## config.mk

```make
export PLATFORM = sky130hd
export DESIGN_NAME = regfile_4x8_flat
export DESIGN_NICKNAME = d
export VERILOG_FILES = /design/src/rtl/regfile_4x8_if.sv /design/src/rtl/regfile_4x8.sv /design/src/flat_wrapper.sv
export SDC_FILE = /design/constraint.sdc
export NUM_CORES = 1
export LEC_CHECK = 0
export BUFFER_PORTS_ARGS = -buffer_cell sky130_fd_sc_hd__buf_2
export CORE_UTILIZATION = 25
export DETAILED_ROUTE_END_ITERATION = 6
export PLACE_DENSITY_LB_ADDON = 0.3
export SLEW_MARGIN = 20
export SYNTH_ARGS = -nofsm -noshare
export SYNTH_HDL_FRONTEND = slang
export SYNTH_SLANG_ARGS = --single-unit
export TNS_END_PERCENT = 30
```

## constraint.sdc

```tcl
create_clock -name clk -period 1.6 [get_ports clk]
set_input_delay 0.32 -clock clk [delete_from_list [all_inputs] [get_ports clk]]
set_output_delay 0.32 -clock clk [all_outputs]
set_load 0.005 [all_outputs]
```

## src/rtl/regfile_4x8_if.sv

```systemverilog
// regfile_4x8_if: bus bundle for the four-entry register file.
//   master : drives we/waddr/wdata, raddr_a/raddr_b and clr;
//            observes rdata_a/rdata_b, q0..q3 and busy.
//   slave  : the register file side (directions mirrored).
// WIDTH must match the WIDTH of the attached regfile_4x8.
interface regfile_4x8_if #(
    parameter int unsigned WIDTH = 8
);
    logic             we;
    logic [1:0]       waddr;
    logic [WIDTH-1:0] wdata;
    logic [1:0]       raddr_a;
    logic [1:0]       raddr_b;
    logic [WIDTH-1:0] rdata_a;
    logic [WIDTH-1:0] rdata_b;
    logic [WIDTH-1:0] q0;
    logic [WIDTH-1:0] q1;
    logic [WIDTH-1:0] q2;
    logic [WIDTH-1:0] q3;
    logic             clr;
    logic             busy;

    modport master (
        output we, waddr, wdata, raddr_a, raddr_b, clr,
        input  rdata_a, rdata_b, q0, q1, q2, q3, busy
    );

    modport slave (
        input  we, waddr, wdata, raddr_a, raddr_b, clr,
        output rdata_a, rdata_b, q0, q1, q2, q3, busy
    );
endinterface

```

## src/rtl/regfile_4x8.sv

```systemverilog
// regfile_4x8: four-entry general-purpose register file.
//   clk        : system clock, all state updates on the rising edge
//   rst        : asynchronous active-high reset (zeroes every entry, FSM to IDLE)
//   bus.we/waddr/wdata : synchronous write port (ignored while clearing)
//   bus.raddr_a/rdata_a, bus.raddr_b/rdata_b : combinational read ports
//   bus.q0..q3 : committed register contents, never bypassed
//   bus.clr    : one-cycle request to start the 4-cycle clear sequence
//   bus.busy   : high while the clear sequence runs
// Optional macro REGFILE_WRITE_BYPASS_EN: forwards wdata to a read port that
// addresses the entry being written in the same IDLE cycle.
module regfile_4x8 #(
    parameter int unsigned WIDTH     = 8,
    parameter int unsigned CLR_VALUE = 0
) (
    input logic         clk,
    input logic         rst,
    regfile_4x8_if.slave bus
);
    localparam logic [WIDTH-1:0] CLR_W = WIDTH'(CLR_VALUE);

    typedef enum logic {
        IDLE,
        CLEAR
    } state_t;

    state_t           state;
    logic [1:0]       idx;
    logic             busy_r;
    logic [WIDTH-1:0] mem [4];

    always_ff @(posedge clk or posedge rst) begin
        if (rst) begin
            state  <= IDLE;
            idx    <= '0;
            busy_r <= 1'b0;
            for (int unsigned i = 0; i < 4; i++) begin
                mem[i] <= '0;
            end
        end else begin
            case (state)
                IDLE: begin
                    // clr takes priority over a simultaneous write
                    if (bus.clr) begin
                        state  <= CLEAR;
                        idx    <= '0;
                        busy_r <= 1'b1;
                    end else if (bus.we) begin
                        mem[bus.waddr] <= bus.wdata;
                    end
                end
                CLEAR: begin
                    mem[idx] <= CLR_W;
                    idx      <= idx + 2'd1;
                    if (idx == 2'd3) begin
                        state  <= IDLE;
                        busy_r <= 1'b0;
                    end
                end
                default: begin
                    state  <= IDLE;
                    idx    <= '0;
                    busy_r <= 1'b0;
                end
            endcase
        end
    end

`ifdef REGFILE_WRITE_BYPASS_EN
    logic wr_live;
    always_comb begin
        wr_live = (state == IDLE) && bus.we && !bus.clr;
    end

    always_comb begin
        bus.rdata_a = mem[bus.raddr_a];
        if (wr_live && (bus.raddr_a == bus.waddr)) begin
            bus.rdata_a = bus.wdata;
        end
    end

    always_comb begin
        bus.rdata_b = mem[bus.raddr_b];
        if (wr_live && (bus.raddr_b == bus.waddr)) begin
            bus.rdata_b = bus.wdata;
        end
    end
`else
    always_comb begin
        bus.rdata_a = mem[bus.raddr_a];
        bus.rdata_b = mem[bus.raddr_b];
    end
`endif

    always_comb begin
        bus.q0   = mem[0];
        bus.q1   = mem[1];
        bus.q2   = mem[2];
        bus.q3   = mem[3];
        bus.busy = busy_r;
    end
endmodule
```

## src/flat_wrapper.sv

```systemverilog
// flat-port wrapper written by rule: the top's interface ports become plain ports
module regfile_4x8_flat 
#(
    parameter int unsigned WIDTH     = 8,
    parameter int unsigned CLR_VALUE = 0
)
  (clk, rst, bus_we, bus_waddr, bus_wdata, bus_raddr_a, bus_raddr_b, bus_clr, bus_rdata_a, bus_rdata_b, bus_q0, bus_q1, bus_q2, bus_q3, bus_busy);
  regfile_4x8_if #(.WIDTH(WIDTH)) bus_i ();
  input logic clk;
  input logic rst;
  input wire logic [$bits(bus_i.we)-1:0] bus_we;
  input wire logic [$bits(bus_i.waddr)-1:0] bus_waddr;
  input wire logic [$bits(bus_i.wdata)-1:0] bus_wdata;
  input wire logic [$bits(bus_i.raddr_a)-1:0] bus_raddr_a;
  input wire logic [$bits(bus_i.raddr_b)-1:0] bus_raddr_b;
  input wire logic [$bits(bus_i.clr)-1:0] bus_clr;
  output wire logic [$bits(bus_i.rdata_a)-1:0] bus_rdata_a;
  output wire logic [$bits(bus_i.rdata_b)-1:0] bus_rdata_b;
  output wire logic [$bits(bus_i.q0)-1:0] bus_q0;
  output wire logic [$bits(bus_i.q1)-1:0] bus_q1;
  output wire logic [$bits(bus_i.q2)-1:0] bus_q2;
  output wire logic [$bits(bus_i.q3)-1:0] bus_q3;
  output wire logic [$bits(bus_i.busy)-1:0] bus_busy;
  assign bus_i.we = bus_we;
  assign bus_i.waddr = bus_waddr;
  assign bus_i.wdata = bus_wdata;
  assign bus_i.raddr_a = bus_raddr_a;
  assign bus_i.raddr_b = bus_raddr_b;
  assign bus_i.clr = bus_clr;
  assign bus_rdata_a = bus_i.rdata_a;
  assign bus_rdata_b = bus_i.rdata_b;
  assign bus_q0 = bus_i.q0;
  assign bus_q1 = bus_i.q1;
  assign bus_q2 = bus_i.q2;
  assign bus_q3 = bus_i.q3;
  assign bus_busy = bus_i.busy;
  regfile_4x8 #(.WIDTH(WIDTH), .CLR_VALUE(CLR_VALUE)) u_core (.clk(clk), .rst(rst), .bus(bus_i));
endmodule
```

==> results_dict.tcl, run 1 <==
set metrics [dict create \
    syn_inst 169 \
    async_reset_ff_frac 1.00 \
    viasPerCell 4.51 \
    finalWorstSetupSlack_ns -0.0626 \
    p_per_area_nw_per_um2 1420 \
    synthTopCellsByCount "nand2_1 (41), dfrtp_1 (36), mux2i_1 (24)" \
    cts_root_buf "clkbuf_8" \
    ys_ff_latch 36 \
    synth-edff-count 0 \
    arrival_ns 1.34 \
    cts_sinks 36 \
    top_level_ports 67 \
    nFillCells 787 \
    fin_nets 273 \
    start_util 0.258 \
    grt_antenna_before_repair 0 \
    grt_pass1_wl_um 9110 \
    clock_skew_ns 0.00316 \
    cts_tree "done" \
    drc_errors 0 \
    hold_path_class "input port to asynchronous set/reset pin" \
    syn_nets 192 \
    core_area_um2 7730 \
    regArea_um2 901 \
    dominantRegCellSynth "dfrtp_1" \
    crit_path_cell_trace "mux4_2 -> buf_2" \
    netlist_area_um2 2000 \
    routed_wl_um 5610 \
    yosys.area.top_type_share 0.451 \
    num_vias 1591 \
    power_uw 3810 \
    max_freq_ghz 0.601 \
    dr.pass1.iters 4 \
    hold_viol 0 \
    cp.required_ns 1.28 \
    area_delta_synth_final_pct 34.4 \
    dp_hpwl_um 4100 \
    run_status "finished, violations left" \
    ys_seq_area_frac 0.451 \
    clkLatencyLatePin_ns 0.28 \
    antenna-diode-count 0 \
    hold_slack_ns 0.138 \
    grt_pass1_vias 1637 \
    die_x_um 91.3 \
    cts.clk_slew.worst_paths_ns 0.07 \
    cts_made_buffers 5 \
    synth_cell_type_count 21 \
    grt_max_degree 37 \
    drv_cap 0 \
    criticalPathCategory "register to output port" \
    fp.dieH_um 91.3 \
    hold_buffers 0 \
    final_util 0.347 \
    syn_area_per_cell_um2 11.8 \
    startpoint_type "register" \
    dp_slack_ns 0.0109 \
    yosysMostFrequentCell "nand2_1" \
    grt_use_total 0.145 \
    clockBufferDepth 2 \
    violations "setup timing" \
    yosysWarnings 0 \
    rows 32 \
    synth_area_leaders "dfrtp_1 (45%), mux4_2 (18%), mux2i_1 (12%), nand2_1 (7.7%), ha_1 (3.1%)" \
    final_layout_size_suffix_gt1_frac 0.446 \
    peakVddDrop_uv 489 \
    tightest_slew_ns 0.481 \
    grt_overflow_total 0 \
    slew_headroom 0.679 \
    htree_num_levels 2 \
    drt_iter0_drc 120 \
    setup_violations 16 \
    ant_nets 0 \
    multi_input_comb_area_um2 997 \
    period_minus_slack_ns 1.66 \
    p_leak_uw 0.00140 \
    slowest_stage "mux4_2" \
    rsz0062_at_grt "true" \
    gp_congestion 0.719 \
    wl_per_cell_um 15.9 \
    io_buffers 66 \
    maxSlewViolCount 0 \
    cpPeakStageDelay_ns 0.50 \
    path_max_fanout 4 \
    cp-end-kind "output port" \
    yosysTopAreaCell "dfrtp_1" \
    finalCritPeriodShare 1.04 \
    dieArea_um2 8340 \
]
sequential cells by signal, indices dropped and copies added (netlist names):
name and cells:
u_core.bus.q0 8, u_core.bus.q2 8, u_core.bus.busy 1, u_core.state 1, u_core.bus.q1 8, u_core.bus.q3 8
u_core.idx 2
logic make-up (layout without fill, tap and decap cells):
family / after synthesis / in the layout / synth area share
compound gates: 11 / 11 / 0.0288
buf+inv: 22 / 104 / 0.0564
fa+ha+maj: 5 / 5 / 0.0313
simple gates: 55 / 55 / 0.131
mux: 40 / 40 / 0.301
flops: 36 / 36 / 0.451
stage by stage:
step	setup TNS (ns)	cells	cell area, µm²
2_1_floorplan	0	169	2000
3_3_place_gp	0	343	2540
3_5_place_dp	0	343	2540
4_1_cts	-0.625	353	2670
5_1_grt	-1.19	353	2680
6_report	-0.497	353	2680
final timing paths:
check	from	end	slack, ns	depth (start not counted)
min in group clk	bus_wdata[7]	u_core.bus.q3[7]	0.29	3
worst min-delay path	rst	u_core.bus.q1[7]	0.14	3
worst max-delay path	u_core.bus.q3[4]	bus_rdata_a[4]	-0.06	2
worst max register to register	u_core.state	u_core.bus.q1[0]	0.12	4
worst min register to register	u_core.bus.busy	u_core.bus.busy	0.49	2
max in group asynchronous	rst	u_core.bus.q1[2]	1.12	3
repair_timing:
item                                    in CTS  in global routing
buffers inserted                             2                  0
endpoints found under the hold margin        0                  0
resized for setup                            0                  4
endpoints found under the setup margin      16                 26
pin swaps                                    0                  1
worst max-delay path, delay by kind of cell, from the launching register on:
kind	cells	cell delay, ns
muxes	1	0.50
buffers and inverters	1	0.14
DFF	1	0.42
layout by cell type, fill, tap and decap left out:
master / n
ha_1: 5
nand2_1: 41
nand4_1: 1
clkbuf_8: 5
inv_1: 12
or3_1: 1
and2b_1: 1
nor4bb_4: 1
buf_2: 66
nor2b_4: 1
mux4_2: 16
clkinv_2: 1
nor4b_2: 1
buf_12: 3
mux2i_2: 2
and2_0: 1
mux2i_1: 22
o21ai_0: 10
o31ai_1: 1
clkbuf_1: 1
dfrtp_1: 36
buf_4: 15
nand3_1: 7
bufinv_16: 1
layer usage:
metal	GRT usage	wire, µm	vias to the layer above
met5	0	0	-
met2	0.231	2560	62
li1	-	-	755
met1	0.198	2660	768
met4	0.0384	78	0
met3	0.0343	314	6
cell type report:
type / instances / area share
clock buffer: 6 / 0.0271
clock inverter: 2 / 0.0131
inverter: 12 / 0.0168
multi-input combinational: 111 / 0.372
sequential: 36 / 0.336
tap: 102 / 0.0476
timing repair buffer: 84 / 0.188
report_power, final:
part           internal [µW]  total [µW]  switching (µW)
logic                    764        1460             692
registers               1230        1560             330
clock network            463         793             330
total                   2450        3810            1350
No activity file was read; power rests on OpenSTA's default activity.
==> inputs of run 2 (changes only) <==
--- a/config.mk
+++ b/config.mk
@@ -5,10 +5,9 @@
 export SDC_FILE = /design/constraint.sdc
 export NUM_CORES = 1
 export LEC_CHECK = 0
-export BUFFER_PORTS_ARGS = -buffer_cell sky130_fd_sc_hd__buf_2
+export BUFFER_PORTS_ARGS = -buffer_cell sky130_fd_sc_hd__buf_4
 export CORE_UTILIZATION = 25
 export DETAILED_ROUTE_END_ITERATION = 6
-export PLACE_DENSITY_LB_ADDON = 0.3
 export SLEW_MARGIN = 20
 export SYNTH_ARGS = -nofsm -noshare
 export SYNTH_HDL_FRONTEND = slang
==> run 2 against run 1 <==
Net effect: the flow still finishes with violations (setup timing); first-iteration DRC count decreased by 41%; clock skew about the same; die area unchanged; core utilization increased by 3.7 points; clock power decreased by 2%; sequential power decreased by 3%; fmax increased by 1.1%; setup slack improved by 0.018 ns; via count increased by 3.3%.
==> results_dict.tcl, run 2 (synthesis results as in run 1) <==
set metrics [dict create \
    run_status "finished, violations left" \
    cts_made_buffers 5 \
    start_util 0.258 \
    grt_use_total 0.142 \
    htree_num_levels 2 \
    setup_tns_ns -0.469 \
    p_per_area_nw_per_um2 1480 \
    dp.cells 337 \
    grt_overflow_total 0 \
    grt_max_degree 37 \
    top_level_ports 67 \
    layout.cells.non_filler 368 \
    clockBufferDepth 2 \
    violations "setup timing" \
    rows 32 \
    dp_slack_ns 0.0436 \
    clkLatencyLatePin_ns 0.28 \
    r2r_start "u_core.state" \
    fin_nets 288 \
    dp_hpwl_um 4110 \
    maxSlewViolCount 0 \
    drv_cap 0 \
    tightest_slew_ns 0.463 \
    path_max_fanout 4 \
    startpoint_type "register" \
    clock_skew_ns 0.00313 \
    grt_use_met2 0.243 \
    cts_root_buf "clkbuf_8" \
    r2r-end "u_core.bus.q0[5]" \
    cts_tree "done" \
    hold_buffers 0 \
    slew_headroom 0.691 \
    criticalPathCategory "register to output port" \
    setup_violations 16 \
    rrSetupSlack_ns 0.10 \
    gp_congestion 0.731 \
    routed_wl_um 5660 \
    grt_pass1_vias 1709 \
    die_x_um 91.3 \
    grt_antenna_before_repair 0 \
    ant_nets 0 \
    grt_util_met3 0.0318 \
    hold_slack_ns 0.136 \
    cts_sinks 36 \
    p_leak_uw 0.00149 \
    final_common_cell "buf_4" \
    dr.pass1.iters 4 \
    antenna-diode-count 0 \
    finalWorstSetupSlack_ns -0.0443 \
    arrival_ns 1.32 \
    max_freq_ghz 0.608 \
    cp-end-kind "output port" \
    period_minus_slack_ns 1.64 \
    peakVddDrop_uv 523 \
    grt_busiest_layer "met2" \
    nFillCells 778 \
    num_vias 1643 \
    dieArea_um2 8340 \
    finalCritPeriodShare 1.03 \
    grt_pass1_wl_um 9020 \
    hold_viol 0 \
    ff2ff_path_depth 4 \
    rsz0062_at_grt "true" \
    io_buffers 66 \
    cts.clk_slew.worst_paths_ns 0.07 \
    cp.required_ns 1.28 \
    viasPerCell 4.46 \
    layout_common_cells "buf_4 (83), nand2_1 (41), dfrtp_1 (36)" \
    drc_errors 0 \
    core_area_um2 7730 \
    wl_per_cell_um 15.4 \
    final_layout_size_suffix_gt1_frac 0.466 \
    fp.dieH_um 91.3 \
    area_delta_synth_final_pct 48.7 \
    drt_iter0_drc 71 \
    grtUsageMet1 0.184 \
    hold_path_class "input port to asynchronous set/reset pin" \
]
-- run 2: changes by cell type in the layout (fill, tap and decap cells not counted), moves of 2 or more --
cell / delta
mux2i_2: -2
mux2i_1: +2
buf_6: +16
buf_2: -66
buf_12: -3
buf_4: +68
-- run 2: critical path, cell delays in order, from the launching register on --
cell,delay [ns]
dfrtp_1,0.41
mux4_2,0.49
buf_6,0.13
-- run 2: layout make-up --
cell class / count / area (µm²) / area share
Multi-Input combinational cell: 111 / 982 / 0.331
Sequential cell: 36 / 901 / 0.304
Timing Repair Buffer: 99 / 803 / 0.271
Tap cell: 102 / 128 / 0.0430
Clock buffer: 6 / 72.6 / 0.0245
Inverter: 12 / 45.0 / 0.0152
Clock inverter: 2 / 35.0 / 0.0118
-- run 2: worst max-delay path by stage --
stage	from	to	slack (ns)	cells after the start
after floorplan	u_core.state	u_core.bus.q1[0]	0.18	6
after global placement	bus_raddr_a[0]	bus_rdata_a[2]	0.05	3
after detailed placement	bus_clr	u_core.bus.q3[3]	0.04	4
after CTS	u_core.bus.q3[4]	bus_rdata_a[4]	-0.05	2
after global routing	u_core.bus.q3[3]	bus_rdata_b[3]	-0.08	2
final	u_core.bus.q3[4]	bus_rdata_a[4]	-0.04	2
-- run 2: routing by layer --
metal,routed length [µm],up-vias
met2,2760,59
li1,-,783
met3,344,2
met4,25,0
met5,0,-
met1,2540,799
-- run 2: repair_timing --
action	in CTS	in global routing
endpoints found under the setup margin	16	24
pin swaps	0	0
resized for setup	16	1
buffers inserted	17	6
-- run 2: metrics by stage --
step,power (µW),area [µm²],util
detailed placement,3250,2630,0.340
global route,4700,2970,0.384
CTS,4370,2920,0.378
finish,4400,2970,0.384
floorplan,2300,2000,-
global placement,3220,2630,0.340
-- run 2: power by group --
group	internal, µW	total, µW	switching, µW
logic	1270	2100	835
clock network	462	780	318
registers	1230	1520	289
total	2960	4400	1440
==> inputs of run 3 (changes only) <==
--- a/config.mk
+++ b/config.mk
@@ -6,8 +6,11 @@
 export NUM_CORES = 1
 export LEC_CHECK = 0
 export BUFFER_PORTS_ARGS = -buffer_cell sky130_fd_sc_hd__buf_4
+export CAP_MARGIN = 10
 export CORE_UTILIZATION = 25
+export CTS_BUF_LIST = sky130_fd_sc_hd__clkbuf_8
 export DETAILED_ROUTE_END_ITERATION = 6
+export PLACE_DENSITY = 0.43
 export SLEW_MARGIN = 20
 export SYNTH_ARGS = -nofsm -noshare
 export SYNTH_HDL_FRONTEND = slang
==> run 3 against run 2 <==
Net effect: highest routed layer unchanged; wire length up 5.6%; register-to-register slack barely moved; largest power group unchanged; count of clock-buffer cells in the layout shrank 1; combinational power fell by 8%; critical path depth stayed put; final area fell by 2.5%; sequential share of layout area increased by 0.78 points; the run still ends with setup timing left.
==> results_dict.tcl, run 3 (synthesis results as in run 1) <==
set metrics [dict create \
    dieArea_um2 8340 \
    run_status "finished, violations left" \
    start_util 0.258 \
    grt_pass1_wl_um 9480 \
    p_leak_uw 0.00146 \
    top_level_ports 67 \
    htree_num_levels 2 \
    setup_violations 16 \
    p_int_uw 2680 \
    routed_wl_um 5980 \
    criticalPathCategory "register to output port" \
    clock_skew_ns 0.00554 \
    pwr-share-seq 0.377 \
    num_vias 1644 \
    maxSlewViolCount 0 \
    drt_iter0_drc 83 \
    fin_nets 282 \
    io_buffers 66 \
    viasPerCell 4.55 \
    area_delta_synth_final_pct 45.0 \
    wl_per_cell_um 16.6 \
    drc_errors 0 \
    cts_sinks 36 \
    rsz0062_at_grt "true" \
    path_max_fanout 4 \
    swShare 0.346 \
    dp_hpwl_um 4230 \
    p_comb_frac 0.472 \
    cts_made_buffers 5 \
    final_common_cell "buf_4" \
    cts.clk_slew.worst_paths_ns 0.07 \
    ant_nets 0 \
    p_per_area_nw_per_um2 1410 \
    grt_overflow_total 0 \
    drv_cap 0 \
    period_minus_slack_ns 1.65 \
    rows 32 \
    peakVddDrop_uv 626 \
    cp.required_ns 1.28 \
    switchingPower_uw 1410 \
    max_freq_ghz 0.607 \
    tightest_slew_ns 0.496 \
    pwr-share-clk 0.151 \
    grt_antenna_before_repair 0 \
    cp-end-kind "output port" \
    violations "setup timing" \
    fp.dieH_um 91.3 \
    grt_pass1_vias 1644 \
    final_util 0.374 \
    startpoint_type "register" \
    cts_root_buf "clkbuf_8" \
    setup_tns_ns -0.518 \
    layout_common_cells "buf_4 (79), nand2_1 (41), dfrtp_1 (36)" \
    final_layout_size_suffix_gt1_frac 0.452 \
    core_area_um2 7730 \
    antenna-diode-count 0 \
    hold_path_class "input port to asynchronous set/reset pin" \
    cts_tree "done" \
    hold_viol 0 \
    power_uw 4090 \
    gp_congestion 0.763 \
    clockBufferDepth 2 \
    clkLatencyLatePin_ns 0.29 \
    grt_max_degree 37 \
    finalCritPeriodShare 1.03 \
    finalWorstSetupSlack_ns -0.0474 \
    dr.pass1.iters 4 \
    grt_use_total 0.154 \
    arrival_ns 1.33 \
    die_x_um 91.3 \
    slew_headroom 0.669 \
]
==> run 3: cell count changes in the layout (fill, tap and decap cells not counted) <==
cell / before / now
buf_4: 83 / 79
nor4b_4: 0 / 1
and2_0: 0 / 1
inv_1: 12 / 13
buf_6: 16 / 14
and2_1: 1 / 0
clkbuf_1: 1 / 0
bufinv_16: 1 / 0
nor4b_2: 1 / 0
==> run 3: worst paths after layout <==
check	depth (start not counted)	start	endpoint	slack, ns
max	2	u_core.bus.q1[2]	bus_rdata_b[2]	-0.05
min	3	rst	u_core.bus.q1[6]	0.15
max reg2reg	4	u_core.state	u_core.bus.q1[3]	0.11
min reg2reg	2	u_core.bus.busy	u_core.bus.busy	0.48
max in group asynchronous	3	rst	u_core.bus.q1[0]	1.10
min in group clk	3	bus_wdata[6]	u_core.bus.q3[6]	0.28
==> run 3: timing repair <==
item,in CTS,in global routing
hold buffers,0,0
resized for setup,13,2
setup endpoints to repair,16,20
setup buffers,10,4
pin swaps,0,1
==> run 3: power groups by stage <==
stage          Combinational (µW)  Clock (µW)  Sequential [µW]
2_1_floorplan                 788           0             1510
3_3_place_gp                 1650           0             1590
3_5_place_dp                 1670           0             1590
4_1_cts                      1920         640             1550
5_1_grt                      2140         675             1610
6_report                     1930         617             1540
==> run 3: stage by stage <==
step	cell area (µm²)	cells	setup WS [ns]	hold WS, ns
3_5_place_dp	2650	340	0.0390	0.469
2_1_floorplan	2000	169	0.176	0.406
5_1_grt	2890	361	-0.113	0.192
4_1_cts	2850	357	-0.0564	0.175
6_report	2890	361	-0.0474	0.148
3_3_place_gp	2650	340	0.0402	0.474
==> run 3: per-layer routing <==
| metal | part of all wire | routed length, µm | track usage | vias to the layer above |
|---|---|---|---|---|
| met5 | 0 | 0 | 0 | - |
| met4 | 0.011 | 63 | 0.0384 | 0 |
| met3 | 0.043 | 259 | 0.0310 | 10 |
| met2 | 0.50 | 2990 | 0.253 | 48 |
| met1 | 0.45 | 2660 | 0.208 | 816 |
| li1 | - | - | - | 770 |
==> run 3: final cells by class <==
cell class	count	area [µm²]
fill	782	4830
tap	102	128
timing repair buffer	93	751
inverter	12	45.0
sequential	36	901
clock inverter	2	8.76
clock buffer	5	68.8
multi-input combinational	111	991
==> run 3: worst max-delay path, cell delays in order (launching register included) <==
cell	delay (ns)
dfrtp_1	0.42
mux4_2	0.48
buf_6	0.13
